[src/rtl/member_set_pkg.sv]
// ----------------------------------------------------------------------------
// member_set_pkg
// Shared types for the member_set_writer block: request operation codes,
// completion status codes and the controller state encoding.
// No ports; imported by member_set_writer and its testbench.
// ----------------------------------------------------------------------------
package member_set_pkg;

    // Request operation carried on req_op
    typedef enum logic {
        OP_INSERT = 1'b0,
        OP_DELETE = 1'b1
    } op_e;

    // Completion status encodings driven on rsp_status
    localparam logic [1:0] STATUS_OK_ENC       = 2'd0;
    localparam logic [1:0] STATUS_DUP_ENC      = 2'd1;
    localparam logic [1:0] STATUS_FULL_ENC     = 2'd2;
    localparam logic [1:0] STATUS_NOTFOUND_ENC = 2'd3;

    typedef enum logic [1:0] {
        STATUS_OK       = STATUS_OK_ENC,
        STATUS_DUP      = STATUS_DUP_ENC,
        STATUS_FULL     = STATUS_FULL_ENC,
        STATUS_NOTFOUND = STATUS_NOTFOUND_ENC
    } status_e;

    // Controller states
    typedef enum logic [1:0] {
        ST_INIT   = 2'd0,
        ST_IDLE   = 2'd1,
        ST_SCAN   = 2'd2,
        ST_COMMIT = 2'd3
    } state_e;

endpackage

[src/rtl/member_set_writer.sv]
// ----------------------------------------------------------------------------
// member_set_writer
// Small set table with INSERT / DELETE requests. After reset the table is
// preloaded (slot i = i*INIT_STEP for i < INIT_COUNT). Each accepted request
// is resolved by a sequential scan over all DEPTH slots, then committed in a
// single cycle with a one-cycle completion pulse.
//
// Ports:
//   clk, rst_n        clock, asynchronous active-low reset
//   req_valid/ready   request handshake (ready only in IDLE)
//   req_op, req_data  operation (0 INSERT, 1 DELETE) and element value
//   rsp_valid         one-cycle completion pulse (no backpressure)
//   rsp_status        OK / DUP / FULL / NOTFOUND
//   table_data        flattened slot values, slot i at [i*WIDTH +: WIDTH]
//   table_valid       per-slot occupied mask
//   count             number of occupied slots
//   busy              high whenever the controller is not IDLE
// ----------------------------------------------------------------------------
module member_set_writer
    import member_set_pkg::*;
#(
    parameter int WIDTH      = 8,
    parameter int DEPTH      = 8,
    parameter int INIT_COUNT = 4,
    parameter int INIT_STEP  = 10
) (
    input  logic                         clk,
    input  logic                         rst_n,
    input  logic                         req_valid,
    output logic                         req_ready,
    input  logic                         req_op,
    input  logic [WIDTH-1:0]             req_data,
    output logic                         rsp_valid,
    output logic [1:0]                   rsp_status,
    output logic [DEPTH*WIDTH-1:0]       table_data,
    output logic [DEPTH-1:0]             table_valid,
    output logic [$clog2(DEPTH+1)-1:0]   count,
    output logic                         busy
);

    localparam int IDX_W = (DEPTH > 1) ? $clog2(DEPTH) : 1;
    localparam int CNT_W = $clog2(DEPTH + 1);

    state_e            state;
    state_e            next_state;

    logic [IDX_W-1:0]  init_idx;
    logic [IDX_W-1:0]  scan_idx;
    logic [IDX_W-1:0]  match_idx;
    logic [IDX_W-1:0]  free_idx;
    logic              match_found;
    logic              free_found;
    op_e               op_q;
    logic [WIDTH-1:0]  data_q;

    logic [WIDTH-1:0]  slot_data [DEPTH];
    logic [DEPTH-1:0]  slot_valid;
    logic [CNT_W-1:0]  count_q;

    logic              init_last;
    logic              scan_last;
    logic              slot_hit;
    logic              accept;
    logic              do_insert;
    logic              do_delete;
    logic [WIDTH-1:0]  init_value;

    // With no preload, INIT still lasts exactly one cycle
    assign init_last  = (INIT_COUNT == 0) || (init_idx == IDX_W'(INIT_COUNT - 1));
    assign scan_last  = (scan_idx == IDX_W'(DEPTH - 1));
    assign init_value = WIDTH'(INIT_STEP * int'(init_idx));

    // Inline slot comparator for the slot currently under scan
    assign slot_hit = slot_valid[scan_idx] && (slot_data[scan_idx] == data_q);
    assign accept   = req_valid && req_ready;

    // State register
    always_ff @(posedge clk or negedge rst_n) begin
        if (!rst_n) begin
            state <= ST_INIT;
        end else begin
            state <= next_state;
        end
    end

    // Next-state and handshake/response outputs. The commit decision is made
    // here so the status and the table update always agree.
    always_comb begin
        next_state = state;
        req_ready  = 1'b0;
        rsp_valid  = 1'b0;
        rsp_status = STATUS_OK_ENC;
        busy       = 1'b1;
        do_insert  = 1'b0;
        do_delete  = 1'b0;
        case (state)
            ST_INIT: begin
                if (init_last) begin
                    next_state = ST_IDLE;
                end
            end
            ST_IDLE: begin
                req_ready = 1'b1;
                busy      = 1'b0;
                if (req_valid) begin
                    next_state = ST_SCAN;
                end
            end
            ST_SCAN: begin
                if (scan_last) begin
                    next_state = ST_COMMIT;
                end
            end
            ST_COMMIT: begin
                rsp_valid  = 1'b1;
                next_state = ST_IDLE;
                if (op_q == OP_INSERT) begin
                    if (match_found) begin
                        rsp_status = STATUS_DUP_ENC;
                    end else if (free_found) begin
                        rsp_status = STATUS_OK_ENC;
                        do_insert  = 1'b1;
                    end else begin
                        rsp_status = STATUS_FULL_ENC;
                    end
                end else begin
                    if (match_found) begin
                        rsp_status = STATUS_OK_ENC;
                        do_delete  = 1'b1;
                    end else begin
                        rsp_status = STATUS_NOTFOUND_ENC;
                    end
                end
            end
            default: begin
                next_state = ST_INIT;
            end
        endcase
    end

    // Datapath: preload during INIT, request capture in IDLE, first-match and
    // lowest-free tracking during SCAN, table update on the COMMIT edge.
    // The table only moves in INIT and COMMIT, so it is stable while scanning.
    always_ff @(posedge clk or negedge rst_n) begin
        if (!rst_n) begin
            init_idx    <= '0;
            scan_idx    <= '0;
            match_idx   <= '0;
            free_idx    <= '0;
            match_found <= 1'b0;
            free_found  <= 1'b0;
            op_q        <= OP_INSERT;
            data_q      <= '0;
            slot_valid  <= '0;
            count_q     <= '0;
            for (int i = 0; i < DEPTH; i++) begin
                slot_data[i] <= '0;
            end
        end else begin
            case (state)
                ST_INIT: begin
                    if (INIT_COUNT > 0) begin
                        slot_data[init_idx]  <= init_value;
                        slot_valid[init_idx] <= 1'b1;
                        count_q              <= count_q + CNT_W'(1);
                        init_idx             <= init_idx + IDX_W'(1);
                    end
                end
                ST_IDLE: begin
                    if (accept) begin
                        op_q        <= op_e'(req_op);
                        data_q      <= req_data;
                        scan_idx    <= '0;
                        match_idx   <= '0;
                        free_idx    <= '0;
                        match_found <= 1'b0;
                        free_found  <= 1'b0;
                    end
                end
                ST_SCAN: begin
                    if (slot_hit && !match_found) begin
                        match_found <= 1'b1;
                        match_idx   <= scan_idx;
                    end
                    if (!slot_valid[scan_idx] && !free_found) begin
                        free_found <= 1'b1;
                        free_idx   <= scan_idx;
                    end
                    scan_idx <= scan_idx + IDX_W'(1);
                end
                ST_COMMIT: begin
                    if (do_insert) begin
                        slot_data[free_idx]  <= data_q;
                        slot_valid[free_idx] <= 1'b1;
                        count_q              <= count_q + CNT_W'(1);
                    end else if (do_delete) begin
                        slot_data[match_idx]  <= '0;
                        slot_valid[match_idx] <= 1'b0;
                        count_q               <= count_q - CNT_W'(1);
                    end
                end
                default: begin
                end
            endcase
        end
    end

    // Flatten the slot array onto the table_data bus
    always_comb begin
        table_data = '0;
        for (int i = 0; i < DEPTH; i++) begin
            table_data[i*WIDTH +: WIDTH] = slot_data[i];
        end
    end

    assign table_valid = slot_valid;
    assign count       = count_q;

endmodule

[config.mk]
export PLATFORM = sky130hd
export DESIGN_NAME = member_set_writer
export DESIGN_NICKNAME = d
export VERILOG_FILES = /design/src/rtl/member_set_pkg.sv /design/src/rtl/member_set_writer.sv
export SDC_FILE = /design/constraint.sdc
export NUM_CORES = 1
export LEC_CHECK = 0
export BUFFER_PORTS_ARGS = -buffer_cell sky130_fd_sc_hd__buf_2
export CORE_UTILIZATION = 30
export CTS_BUF_LIST = sky130_fd_sc_hd__clkbuf_16
export DETAILED_ROUTE_END_ITERATION = 10
export GPL_TIMING_DRIVEN = 0
export MAX_ROUTING_LAYER = met4
export PLACE_DENSITY = 0.51
export SLEW_MARGIN = 20
export SYNTH_ARGS = -nofsm -noshare
export SYNTH_HDL_FRONTEND = slang
export SYNTH_SLANG_ARGS = --single-unit
[constraint.sdc]
create_clock -name clk -period 2.7 [get_ports clk]
set_input_delay 0.405 -clock clk [delete_from_list [all_inputs] [get_ports clk]]
set_output_delay 0.405 -clock clk [all_outputs]
set_load 0.02 [all_outputs]
Word level (Yosys, flattened, before mapping)
Cells that the tools add are included.
- input bits: 12
- register bits: 101
- logic and storage cells: 141
- output and inout bits: 81
- eq/ne operators: 13
- add/sub/neg operators: 4
- reduce and logical (&&, ||, !) cells: 22
- bitwise logic cells: 10
- magnitude comparators: 14
- multipliers: 1
- mux-type cells: 58
- operators with widths (cell ; number):
    $bwmux W64 ; 2
    $mux W64 ; 2
    $pmux W64 S2 ; 1
    $demux W8 S3 ; 3
    $and A64 B64 Y64 ; 1
    $not A64 Y64 ; 1
    $mux W8 ; 7
    $bmux W8 S3 ; 1
    $pmux W3 S2 ; 3
    $mux W1 ; 17
    $ge A4 B4 Y1 const B ; 4
    $lt A3 B4 Y1 const B ; 4
    $mux W2 ; 8
    $not A3 Y4 ; 4
    $or A8 B8 Y8 ; 2
    $pmux W8 S2 ; 1
    $lt A4 B1 Y1 const B ; 3
    $ne A2 B2 Y1 const B ; 6
    $logic_and A1 B1 Y1 ; 10
    $demux W1 S3 ; 3
    $ge A3 B1 Y1 const B ; 3
    $mux W3 ; 3
    $reduce_and A3 Y1 ; 3
    $and A8 B8 Y8 ; 1
    20 further kinds ; 29

Logic depth before layout (Yosys ltp)
Gate-level depths: netlist (run 1).
- word-level depth: 10
- depth in mapped cells: 9
- gate-level depth less buffers: 8

Worst setup path after synthesis (run 1)
OpenSTA, ideal clock, no wires.
- kind: reg2reg
- from: register state[0]
- to: register slot_data (netlist bit table_data[57])
- arrival: 2.334 ns
- data required time: 2.620 ns
- stages on the path, launching flop included: 10
- buffers on the path: 2
- period minus slack after synthesis: 2.414 ns
- library setup time: 0.080 ns
- setup slack: 0.286 ns
- cells stage by stage: dfrtp_1 -> ha_1 -> clkbuf_1 -> o21a_1 -> a21oi_1 -> nor2_1 -> o21ai_1 -> or2_2 -> clkbuf_1 -> o2bb2ai_1
- word-level cells in the longest chain between the ends: 4
- elaborated cells between the ends (all ways): 9
- those cells by class: 2 x eq/ne; 4 x mux; 3 x reduce/logical
- RTL lines (item ; RTL line ; RTL):
    from (decl) ; member_set_writer.sv:44 ; state_e state;
    from (signal assigned) ; member_set_writer.sv:82 ; state <= next_state;
    $eq A2 B2 Y1 ; member_set_writer.sv:96, member_set_writer.sv:160 ;
    $mux W1 ; member_set_writer.sv:96 ; case (state)
    $mux W64 or $ne A3 B3 Y1 (tied branches) ; -- ;
    $pmux W64 S2 or $reduce_and A2 Y1 (tied branches) ; -- ;
    to (signal, indexed assignment) ; member_set_writer.sv:163 ; slot_data[init_idx] <= init_value;
    to (signal, indexed assignment) ; member_set_writer.sv:193 ; slot_data[free_idx] <= data_q;
    to (decl) ; member_set_writer.sv:56 ; logic [WIDTH-1:0] slot_data [DEPTH];
Several ways; a longest one is shown, not always the timed one.
A chain may end at the register's enable or synchronous reset.

Worst setup path in the final report (run 1)
- from: register scan_idx[2]
- to: register match_idx[2]
- word-level cells in the longest chain between the ends: 9
- elaborated cells between the ends (all ways): 13
- those cells by class: 2 x eq/ne; 7 x mux; 1 x bitwise; 3 x reduce/logical
- RTL lines (item ; RTL line ; RTL):
    from (decl) ; member_set_writer.sv:48 ; logic [IDX_W-1:0] scan_idx;
    from (signal assigned) ; member_set_writer.sv:189 ; scan_idx <= scan_idx + IDX_W'(1);
    $not A3 Y4 (not written as such) ; member_set_writer.sv:74 ; assign slot_hit = slot_valid[scan_idx] && (slot_data[scan_idx] == data_q);
    $bmux W8 S3 ; member_set_writer.sv:74 ;
    $mux W8 (not written as such) (2 in a row) ; member_set_writer.sv:74 ;
    $eq A8 B8 Y1 ; member_set_writer.sv:74 ;
    $logic_and A1 B1 Y1 ; member_set_writer.sv:74 ;
    $logic_and A1 B1 Y1 ; member_set_writer.sv:181 ; if (slot_hit && !match_found) begin
    $ne A2 B2 Y1 (no source line) ; -- ;
    $reduce_and A3 Y1 (no source line) ; -- ;
    to (signal assigned) ; member_set_writer.sv:183 ; match_idx <= scan_idx;
    to (decl) ; member_set_writer.sv:49 ; logic [IDX_W-1:0] match_idx;
Several ways; a longest one is shown, not always the timed one. The select of a mux whose other input is x is not followed.

==> results.sh, run 1 <==
export IMPL_status="finished clean"
export IMPL_tns_ns=0
export IMPL_netlist_area_um2=5790
export IMPL_die_h_um=141
export IMPL_cts_root_buf="clkbuf_16"
export IMPL_fin_area_um2=7190
export IMPL_synth_cell_type_count=48
export IMPL_cap_violations=0
export IMPL_wl_mm=22.9
export IMPL_first_pass_iters=5
export IMPL_crit_required_ns=2.94
export IMPL_nNetsFinal=719
export IMPL_synth_top_family_by_area="compound AO/OA/AOI/OAI gates"
export IMPL_synth_flop_cell="dfrtp_1"
export IMPL_slew_limit_headroom_pct=39.6
export IMPL_slew_viol_final=0
export IMPL_cts_sinks=101
export IMPL_internal_power_uw=3970
export IMPL_hold_violations=0
export IMPL_drive_gt1_share_pct=27.5
export IMPL_crit_type="register to register"
export IMPL_r2r_slack_ns=0.04
export IMPL_swShare_pct=47.2
export IMPL_path_clk_slew_ns=0.08
export IMPL_synthMuxAreaShare_pct=11.3
export IMPL_cp_max_fo=10
export IMPL_drtIter0Drc=609
export IMPL_std_cell_rows=50
export IMPL_cts_tree="done"
export IMPL_fmax_mhz=376
export IMPL_crit_path_end_kind="register"
export IMPL_clock_latency_ns=0.37
export IMPL_synth_simple_area_share_pct=13.1
export IMPL_routedWlPerCell_um=23.9
export IMPL_grt_pass1_wl_mm=34.8
export IMPL_synthAdderAreaFrac_pct=3.24
export IMPL_port_buffers=92
export IMPL_fillers=1919
export IMPL_rsz0062_at_grt="yes"
export IMPL_avgSynthCellArea_um2=9.94
export IMPL_worstMarginPinSlew_ns=0.902
export IMPL_via_per_inst=5.70
export IMPL_ys_seq_elements=101
export IMPL_p_switching_uw=3550
export IMPL_p_seq_share_pct=30.5
export IMPL_ys_seq_area_share_pct=43.7
export IMPL_hpwl_mm=16.8
export IMPL_power_leakage_uw=0.00303
export IMPL_grt_overflow=0
export IMPL_period_share_pct=98.6
export IMPL_grt_max_degree=71
export IMPL_clockBufferDepth=2
export IMPL_num_io_pins=93
export IMPL_h_tree_depth=3
export IMPL_synth_xor_area_share_pct=1.97
export IMPL_initial_core_util_pct=30.7
export IMPL_syn_to_final_growth_pct=24.2
export IMPL_yosys_warnings=0
export IMPL_place_area_um2=6620
export IMPL_postSynthCellCount=582
export IMPL_multi_input_area_um2=3190
export IMPL_gp_congestion=0.952
export IMPL_synth_edf_count=0
export IMPL_dieArea_um2=19800
export IMPL_antenna_found_initial=0
export IMPL_die_w_um=141
export IMPL_setup_viol=0
export IMPL_power_frac_comb_pct=50.9
export IMPL_grt_total_usage_pct=24.5
export IMPL_worstSetupStartpointType="register"
export IMPL_peakVddDrop_uv=306
export IMPL_whs_ns=0.267
export IMPL_ff_latch_area_um2=2530
export IMPL_cellPowerDensity_nw_per_um2=1050
export IMPL_clock_power_share_pct=18.6
export IMPL_core_um2=18800
export IMPL_holdCritPathClass="input pin to register"
export IMPL_vias=5451
export IMPL_period_needed_ns=2.66
export IMPL_synthArstFlopShare_pct=100
export IMPL_drc=0
export IMPL_ant_nets=0
export IMPL_grt_pass1_vias=5343
export IMPL_synth_compound_area_share_pct=22.6
export IMPL_synth_area_leaders="dfrtp_1 44%, mux4_2 5.4%, o2bb2ai_1 4.4%"
export IMPL_skew_ns=0.0111
export IMPL_synth_nets=609
export IMPL_numCtsBuffers=9
export IMPL_diodes=0
export IMPL_synth_top_area_share_pct=43.7
export IMPL_synth_top_cell_by_area="dfrtp_1"
export IMPL_arrival_ns=2.90
cell families (layout without fill, tap and decap cells):
group / after synthesis / after routing
muxes: 40 / 40
adders and majority gates: 15 / 15
AOI/OAI and AO/OA: 192 / 192
buffers and inverters: 56 / 171
xor gates and xnor gates: 13 / 13
DFF: 101 / 101
and+or+nand+nor: 165 / 165
power by group through the flow:
stage          sequential, uW  clock, uW  combinational [uW]
4_1_cts                  2280       1420                3680
5_1_grt                  2340       1480                4090
3_5_place_dp             2300          0                3560
6_report                 2290       1400                3830
2_1_floorplan            2440          0                2090
3_3_place_gp             2290          0                3500
Yosys cell counts, types with 4 or more instances:
library cell,number
mux4_1,4
o221ai_1,4
inv_1,12
nand3_1,12
dfrtp_1,101
mux4_2,14
clkbuf_1,32
nand2_1,59
or3_1,4
a31oi_1,4
o21bai_1,7
a21o_1,4
a22oi_1,19
xor2_1,4
a22o_1,7
nor3_1,10
o21ai_1,5
and2_1,5
a21oi_1,33
buf_1,5
nor2b_1,5
o2bb2ai_1,29
xnor2_1,9
o21ai_0,46
buf_2,5
a32oi_1,14
nor3b_1,5
o22a_1,6
mux2_2,12
ha_1,15
and3_1,8
mux2i_1,10
nor2_1,47
timing repair:
item / 4_1_cts / 5_1_grt
pin swaps: 1 / 3
gates resized for setup: 35 / 26
endpoints found under the hold margin: 31 / 0
hold buffers: 1 / 0
gates cloned: 0 / 0
setup buffers: 5 / 2
endpoints found under the setup margin: 73 / 57
layout by cell type (no fill, tap or decap), drive strengths merged, types with 15 or more instances in the layout:
cell type / instances
o2bb2ai: 29
buf: 112
inv: 16
nand2: 59
a21oi: 33
a22oi: 19
clkbuf: 39
mux4: 18
nor2: 47
dfrtp: 101
ha: 15
o21ai: 51
area by class of cell:
cell class	instances	area share (%)
Buffer	42	3.27
Clock buffer	9	3.13
Clock inverter	7	1.11
Inverter	12	0.627
Multi-Input combinational cell	425	44.4
Sequential cell	101	35.2
Tap cell	260	4.53
Timing Repair Buffer	101	7.75
through the flow:
step                      worst slack [ns]  power [uW]  instances  utilization (%)
after global placement              -0.910        5790        934             34.9
after CTS                         0.000989        7380        955             37.7
after floorplan                      0.286        4530        582                -
final                               0.0390        7520        957             38.2
after global routing               -0.0144        7910        957             38.2
after detailed placement            -0.939        5860        935             35.2
critical path: stages (launching register included):
cell	delay [ns]
dfrtp_2	0.43
buf_12	0.16
mux4_2	0.55
mux2i_1	0.20
xnor2_1	0.12
nor4_2	0.32
nand4_2	0.17
and3_1	0.22
or3_1	0.36
routing by layer:
layer / wire [um] / share of wire, % / global-route usage, % / vias to the layer above
met4: 726 / 3.2 / 9.78 / 0
met1: 10400 / 45 / 34.4 / 2746
met2: 10200 / 45 / 36.2 / 273
li1: - / - / - / 2392
met3: 1530 / 6.7 / 2.65 / 40
met5: 0 / 0 / - / -
registers in the layout (all words and copies together), names as in the netlist:
register and flops:
count 4, data_q 8, free_found 1, free_idx 3, init_idx 3, match_found 1
match_idx 3, op_q 1, scan_idx 3, state 2, table_data 64, table_valid 8
worst paths after layout:
| check | startpoint | endpoint | cells after the start |
|---|---|---|---|
| max in group asynchronous | rst_n | table_data[42] | 3 |
| worst min-delay path | req_data[3] | data_q[3] | 2 |
| min in group asynchronous | rst_n | count[2] | 2 |
| worst max register to register | scan_idx[2] | match_idx[2] | 8 |
| worst min register to register | table_data[52] | table_data[52] | 2 |
| worst max-delay path | scan_idx[2] | match_idx[2] | 8 |
Note: power is estimated with default switching activity, not from simulation.
==> run 2: changes to the inputs <==
--- a/config.mk
+++ b/config.mk
@@ -5,13 +5,15 @@
 export SDC_FILE = /design/constraint.sdc
 export NUM_CORES = 1
 export LEC_CHECK = 0
+export ABC_AREA = 1
 export BUFFER_PORTS_ARGS = -buffer_cell sky130_fd_sc_hd__buf_2
 export CORE_UTILIZATION = 30
 export CTS_BUF_LIST = sky130_fd_sc_hd__clkbuf_16
 export DETAILED_ROUTE_END_ITERATION = 10
 export GPL_TIMING_DRIVEN = 0
 export MAX_ROUTING_LAYER = met4
-export PLACE_DENSITY = 0.51
+export PLACE_DENSITY = 0.5
+export RECOVER_POWER = 100
 export SLEW_MARGIN = 20
 export SYNTH_ARGS = -nofsm -noshare
 export SYNTH_HDL_FRONTEND = slang
==> constraint.sdc (replaced) <==
create_clock -name clk -period 2.7 [get_ports clk]
set_input_delay 0.27 -clock clk [delete_from_list [all_inputs] [get_ports clk]]
set_output_delay 0.27 -clock clk [all_outputs]
set_load 0.02 [all_outputs]
==> results.sh, run 2 <==
export IMPL_slew_limit_headroom_pct=-19.7
export IMPL_r2r_end="table_data[45]"
export IMPL_crit_path_end_kind="register"
export IMPL_setup_viol=0
export IMPL_ant_nets=0
export IMPL_drtIter0Drc=809
export IMPL_cp_max_fo=10
export IMPL_r2r_slack_ns=0.12
export IMPL_largest_reg_flops=64
export IMPL_critPathBufInv=5
export IMPL_synth_compound_area_share_pct=19.7
export IMPL_h_tree_depth=3
export IMPL_die_w_um=145
export IMPL_std_cell_rows=51
export IMPL_synth_cell_type_count=45
export IMPL_peakVddDrop_uv=526
export IMPL_cts_root_buf="clkbuf_16"
export IMPL_crit_chain="ha_1 -> buf_4 -> inv_4 -> nor2_8 -> inv_4 -> nand2_4 -> a21oi_2 -> buf_2 -> nor2_2 -> inv_2 -> nor2_4 -> o22ai_1"
export IMPL_hpwl_mm=19.8
export IMPL_numCtsBuffers=9
export IMPL_tns_ns=0
export IMPL_initial_core_util_pct=31.0
export IMPL_post_synth_top_count_cell="nand2_1"
export IMPL_drive_gt1_share_pct=7.67
export IMPL_cellPowerDensity_nw_per_um2=1400
export IMPL_wl_mm=26.6
export IMPL_synth_common_cells="187 x nand2_1, 131 x inv_1, 101 x dfrtp_1"
export IMPL_routedWlPerCell_um=21.8
export IMPL_cts_setup_buffers=0
export IMPL_avgSynthCellArea_um2=7.29
export IMPL_postSynthCellCount=842
export IMPL_layout_commonest_cell="nand2_1"
export IMPL_cp_startpoint="state[0]"
export IMPL_ys_seq_elements=101
export IMPL_syn_to_final_growth_pct=16.8
export IMPL_clockBufferDepth=2
export IMPL_synth_xor_area_share_pct=0.713
export IMPL_synth_edf_count=0
export IMPL_fmax_mhz=388
export IMPL_multi_input_area_um2=2950
export IMPL_synthArstFlopShare_pct=100
export IMPL_synth_area_leaders="dfrtp_1 41%, nand2_1 11%, inv_1 8.0%"
export IMPL_status="complete, but fails checks"
export IMPL_min_from="req_op"
export IMPL_ff_latch_area_um2=2530
export IMPL_cpMostUsedCell="inv_4"
export IMPL_whs_ns=0.126
export IMPL_holdPathStages=2
export IMPL_hold_violations=0
export IMPL_critPathMaxStageDelay_ns=0.43
export IMPL_r2r_cells=12
export IMPL_rsz0062_at_grt="no"
export IMPL_cap_violations=1
export IMPL_num_io_pins=93
export IMPL_cts_sinks=101
export IMPL_fillers=2237
export IMPL_worstMarginPinSlew_ns=1.80
export IMPL_synth_simple_area_share_pct=24.3
export IMPL_grt_overflow=0
export IMPL_synth_nets=869
export IMPL_period_needed_ns=2.58
export IMPL_netlist_area_um2=6140
export IMPL_port_buffers=92
export IMPL_synthMuxAreaShare_pct=0.183
export IMPL_antenna_found_initial=0
export IMPL_synth_flop_cell="dfrtp_1"
export IMPL_crit_family="buffers and inverters"
export IMPL_synthAdderAreaFrac_pct=3.06
export IMPL_holdCritPathClass="input pin to register"
export IMPL_hold_end="op_q"
export IMPL_critical_path_depth=12
export IMPL_arrival_ns=2.87
export IMPL_period_share_pct=95.5
export IMPL_violations="capacitance limit, slew limit"
export IMPL_grt_pass1_wl_mm=39.7
export IMPL_slowest_stage="dfrtp_1"
export IMPL_slew_viol_final=37
export IMPL_cts_tree="done"
export IMPL_grt_max_degree=66
export IMPL_drc=0
export IMPL_r2r_start="state[0]"
export IMPL_diodes=0
export IMPL_first_pass_iters=5
export IMPL_crit_type="register to register"
export IMPL_dieArea_um2=21000
export IMPL_ys_seq_area_share_pct=41.1
export IMPL_gp_congestion=0.967
export IMPL_yosys_warnings=0
export IMPL_grt_total_usage_pct=26.4
export IMPL_path_clk_slew_ns=0.08
export IMPL_worstSetupStartpointType="register"
export IMPL_die_h_um=145
export IMPL_synth_top_cell_by_area="dfrtp_1"
export IMPL_core_um2=19800
export IMPL_power_leakage_uw=0.00333
export IMPL_nNetsFinal=974
export IMPL_final_cell_mix="187 x nand2_1, 133 x inv_1, 101 x dfrtp_1"
export IMPL_via_per_inst=5.37
export IMPL_skew_ns=0.0134
export IMPL_grt_pass1_vias=6345
export IMPL_synth_top_family_by_area="simple AND/OR/NAND/NOR gates"
export IMPL_vias=6539
export IMPL_synth_top_area_share_pct=41.1
export IMPL_crit_required_ns=2.99
export IMPL_clock_latency_ns=0.37
==> run 2: changes by cell type after synthesis, sizes merged, moves of 13 or more <==
cell / change
a21oi: +35
a32oi: -13
clkbuf: -23
inv: +127
mux4: -18
nand2: +131
nand3: +54
nor2: +20
o21ai: +14
o22ai: +43
o2bb2ai: -29
==> run 2: per-layer routing <==
| layer | routed length [um] | vias up | track usage, % |
|---|---|---|---|
| li1 | - | 2999 | - |
| met1 | 11800 | 3139 | 35.6 |
| met2 | 11200 | 337 | 37.5 |
| met3 | 2530 | 64 | 5.94 |
| met4 | 1020 | 0 | 11.8 |
| met5 | 0 | - | - |
==> run 2: final cells by class <==
class                   instances  area share, %
flip-flops and latches        101           35.2
multi-input cells             575           41.1
clock inverters                 7          0.924
inverters                     140           7.39
well taps                     265           4.62
clock buffers                   9           3.14
plain buffers                  26           1.97
repair buffers                 94           5.60
==> run 2: kinds of logic after synthesis <==
kind of cell               count (synthesis)
AOI/OAI and AO/OA                        204
adders and majority gates                 15
DFF                                      101
buffers and inverters                    166
and+or+nand+nor                          350
xor gates and xnor gates                   5
muxes                                      1
==> run 2: stage by stage <==
stage	total power, uW	std cells	setup WS (ns)	utilization (%)	instance area, um^2
after floorplan	6290	842	0.619	-	6140
after global placement	8620	1199	0.0947	35.1	6930
after detailed placement	8600	1200	0.174	35.2	6970
after CTS	9960	1217	0.154	36.7	7270
after global routing	10700	1217	0.00991	36.3	7180
final	10100	1217	0.121	36.3	7180
==> run 2: worst max-delay path by stage <==
stage	to
after floorplan	table_data[11]
after global placement	table_data[51]
after detailed placement	table_valid[5]
after CTS	table_valid[5]
after global routing	table_data[26]
final	table_data[45]
==> run 2: where the power goes <==
group | internal (uW) | total (uW) | switching [uW]
combinational | 1580 | 6100 | 4530
sequential | 2030 | 2610 | 581
clock | 715 | 1340 | 628
total | 4320 | 10100 | 5730
==> run 2: repair_timing <==
action | in CTS | in global routing
endpoints found under the hold margin | 36 | 0
hold buffers | 1 | 0
resized for setup | 0 | 3
endpoints found under the setup margin | 0 | 4
==> run 2: worst register-to-register path: cells and delay by family, from the launching register on <==
family	cells	cell delay, ns
AO/OA/AOI/OAI	2	0.34
AND/OR/NAND/NOR	4	0.43
buffers and inverters	5	1.07
adder cells (fa/ha/maj)	1	0.23
flip-flops	1	0.43
==> run 3: changes to the inputs <==
==> constraint.sdc (replaced) <==
create_clock -name clk -period 2.7 [get_ports clk]
set_input_delay 0.405 -clock clk [delete_from_list [all_inputs] [get_ports clk]]
set_output_delay 0.405 -clock clk [all_outputs]
set_load 0.02 [all_outputs]
==> results.sh, run 3 (synthesis results as in run 2) <==
export IMPL_status="finished clean"
export IMPL_drtIter0Drc=818
export IMPL_cellPowerDensity_nw_per_um2=1410
export IMPL_path_clk_slew_ns=0.08
export IMPL_crit_required_ns=2.94
export IMPL_grt_pass1_vias=6345
export IMPL_r2r_cells=8
export IMPL_first_pass_iters=5
export IMPL_diodes=0
export IMPL_gp_congestion=0.967
export IMPL_setup_viol=0
export IMPL_crit_family="buffers and inverters"
export IMPL_arrival_ns=2.83
export IMPL_num_io_pins=93
export IMPL_routedWlPerCell_um=21.8
export IMPL_die_h_um=145
export IMPL_grt_max_degree=66
export IMPL_ant_nets=0
export IMPL_std_cell_rows=51
export IMPL_whs_ns=0.264
export IMPL_setup_ws_ns=0.109
export IMPL_hpwl_mm=19.8
export IMPL_critical_path_depth=8
export IMPL_initial_core_util_pct=31.0
export IMPL_antenna_found_initial=0
export IMPL_cts_setup_buffers=0
export IMPL_period_needed_ns=2.59
export IMPL_fmax_mhz=386
export IMPL_skew_ns=0.0118
export IMPL_place_area_um2=6970
export IMPL_dieArea_um2=21000
export IMPL_cts_tree="done"
export IMPL_cts_sinks=101
export IMPL_worstMarginPinSlew_ns=0.955
export IMPL_core_um2=19800
export IMPL_grt_overflow=0
export IMPL_drive_gt1_share_pct=7.98
export IMPL_clockBufferDepth=2
export IMPL_final_cell_mix="187 x nand2_1, 133 x inv_1, 101 x dfrtp_1"
export IMPL_power_leakage_uw=0.00333
export IMPL_h_tree_depth=3
export IMPL_critPathBufInv=3
export IMPL_holdCritPathClass="input pin to register"
export IMPL_grt_pass1_wl_mm=39.7
export IMPL_rsz0062_at_grt="no"
export IMPL_period_share_pct=96.0
export IMPL_crit_type="register to register"
export IMPL_cap_violations=0
export IMPL_slew_limit_headroom_pct=36.3
export IMPL_largest_reg_flops=64
export IMPL_cp_max_fo=10
export IMPL_nNetsFinal=974
export IMPL_crit_path_end_kind="register"
export IMPL_holdPathStages=2
export IMPL_hold_violations=0
export IMPL_drc=0
export IMPL_via_per_inst=5.36
export IMPL_place_ws_ns=0.174
export IMPL_fin_area_um2=7160
export IMPL_r2r_slack_ns=0.11
export IMPL_clock_latency_ns=0.37
export IMPL_numCtsBuffers=9
export IMPL_crit_chain="ha_1 -> buf_4 -> inv_4 -> nor2_8 -> clkbuf_1 -> nand2_1 -> nand4_1 -> o21ai_0"
export IMPL_layout_commonest_cell="nand2_1"
export IMPL_worstSetupStartpointType="register"
export IMPL_critPathMaxStageDelay_ns=0.60
export IMPL_die_w_um=145
export IMPL_grt_total_usage_pct=26.4
export IMPL_slew_viol_final=0
export IMPL_slowest_stage="clkbuf_1"
export IMPL_peakVddDrop_uv=524
export IMPL_syn_to_final_growth_pct=16.5
export IMPL_vias=6520
export IMPL_wl_mm=26.6
export IMPL_port_buffers=92
export IMPL_cts_root_buf="clkbuf_16"
run 3: layout make-up:
cell class | instances | area (um^2)
plain buffers | 26 | 143
clock buffers | 9 | 225
clock inverters | 7 | 66.3
fillers | 2244 | 12600
inverters | 140 | 531
multi-input cells | 575 | 2950
flip-flops and latches | 101 | 2530
well taps | 265 | 332
repair buffers | 94 | 379
run 3: path summary, 6_finish.rpt:
check	start	to
min	req_op	op_q
min in group asynchronous	rst_n	data_q[2]
max reg2reg	state[0]	table_data[55]
max	state[0]	table_data[55]
min reg2reg	count[2]	count[2]
max in group asynchronous	rst_n	table_data[28]
run 3: worst register-to-register path: cells and delay by family, from the launching register on:
kind                     cells  cell delay (ns)
AO/OA/AOI/OAI                1             0.10
adder cells (fa/ha/maj)      1             0.19
buffers and inverters        3             0.93
flip-flops                   1             0.42
AND/OR/NAND/NOR              3             0.83
run 3: through the flow:
| step | cells | utilization (%) | TNS, ns | total power (uW) |
|---|---|---|---|---|
| after floorplan | 842 | - | 0 | 6290 |
| after global placement | 1199 | 35.1 | -2.92 | 8620 |
| after detailed placement | 1200 | 35.2 | 0 | 8600 |
| after CTS | 1217 | 36.7 | 0 | 9960 |
| after global routing | 1217 | 36.2 | 0 | 10700 |
| final | 1217 | 36.2 | 0 | 10100 |
run 3: repair_timing:
item,4_1_cts,5_1_grt
endpoints found under the hold margin,36,0
hold buffers,1,0
resized for setup,0,4
setup endpoints to repair,0,5
run 3: report_power, final:
group / leakage (uW) / internal, uW / switching (uW) / total (uW)
logic: 0.00189 / 1580 / 4530 / 6110
registers: 0.00129 / 2030 / 578 / 2610
clock network: 0.000141 / 715 / 626 / 1340
total: 0.00333 / 4320 / 5740 / 10100
run 3: routing by layer:
metal / global-route usage [%] / wire, um
met5: - / 0
met4: 11.8 / 1040
met2: 37.5 / 11300
met3: 5.94 / 2480
met1: 35.6 / 11800
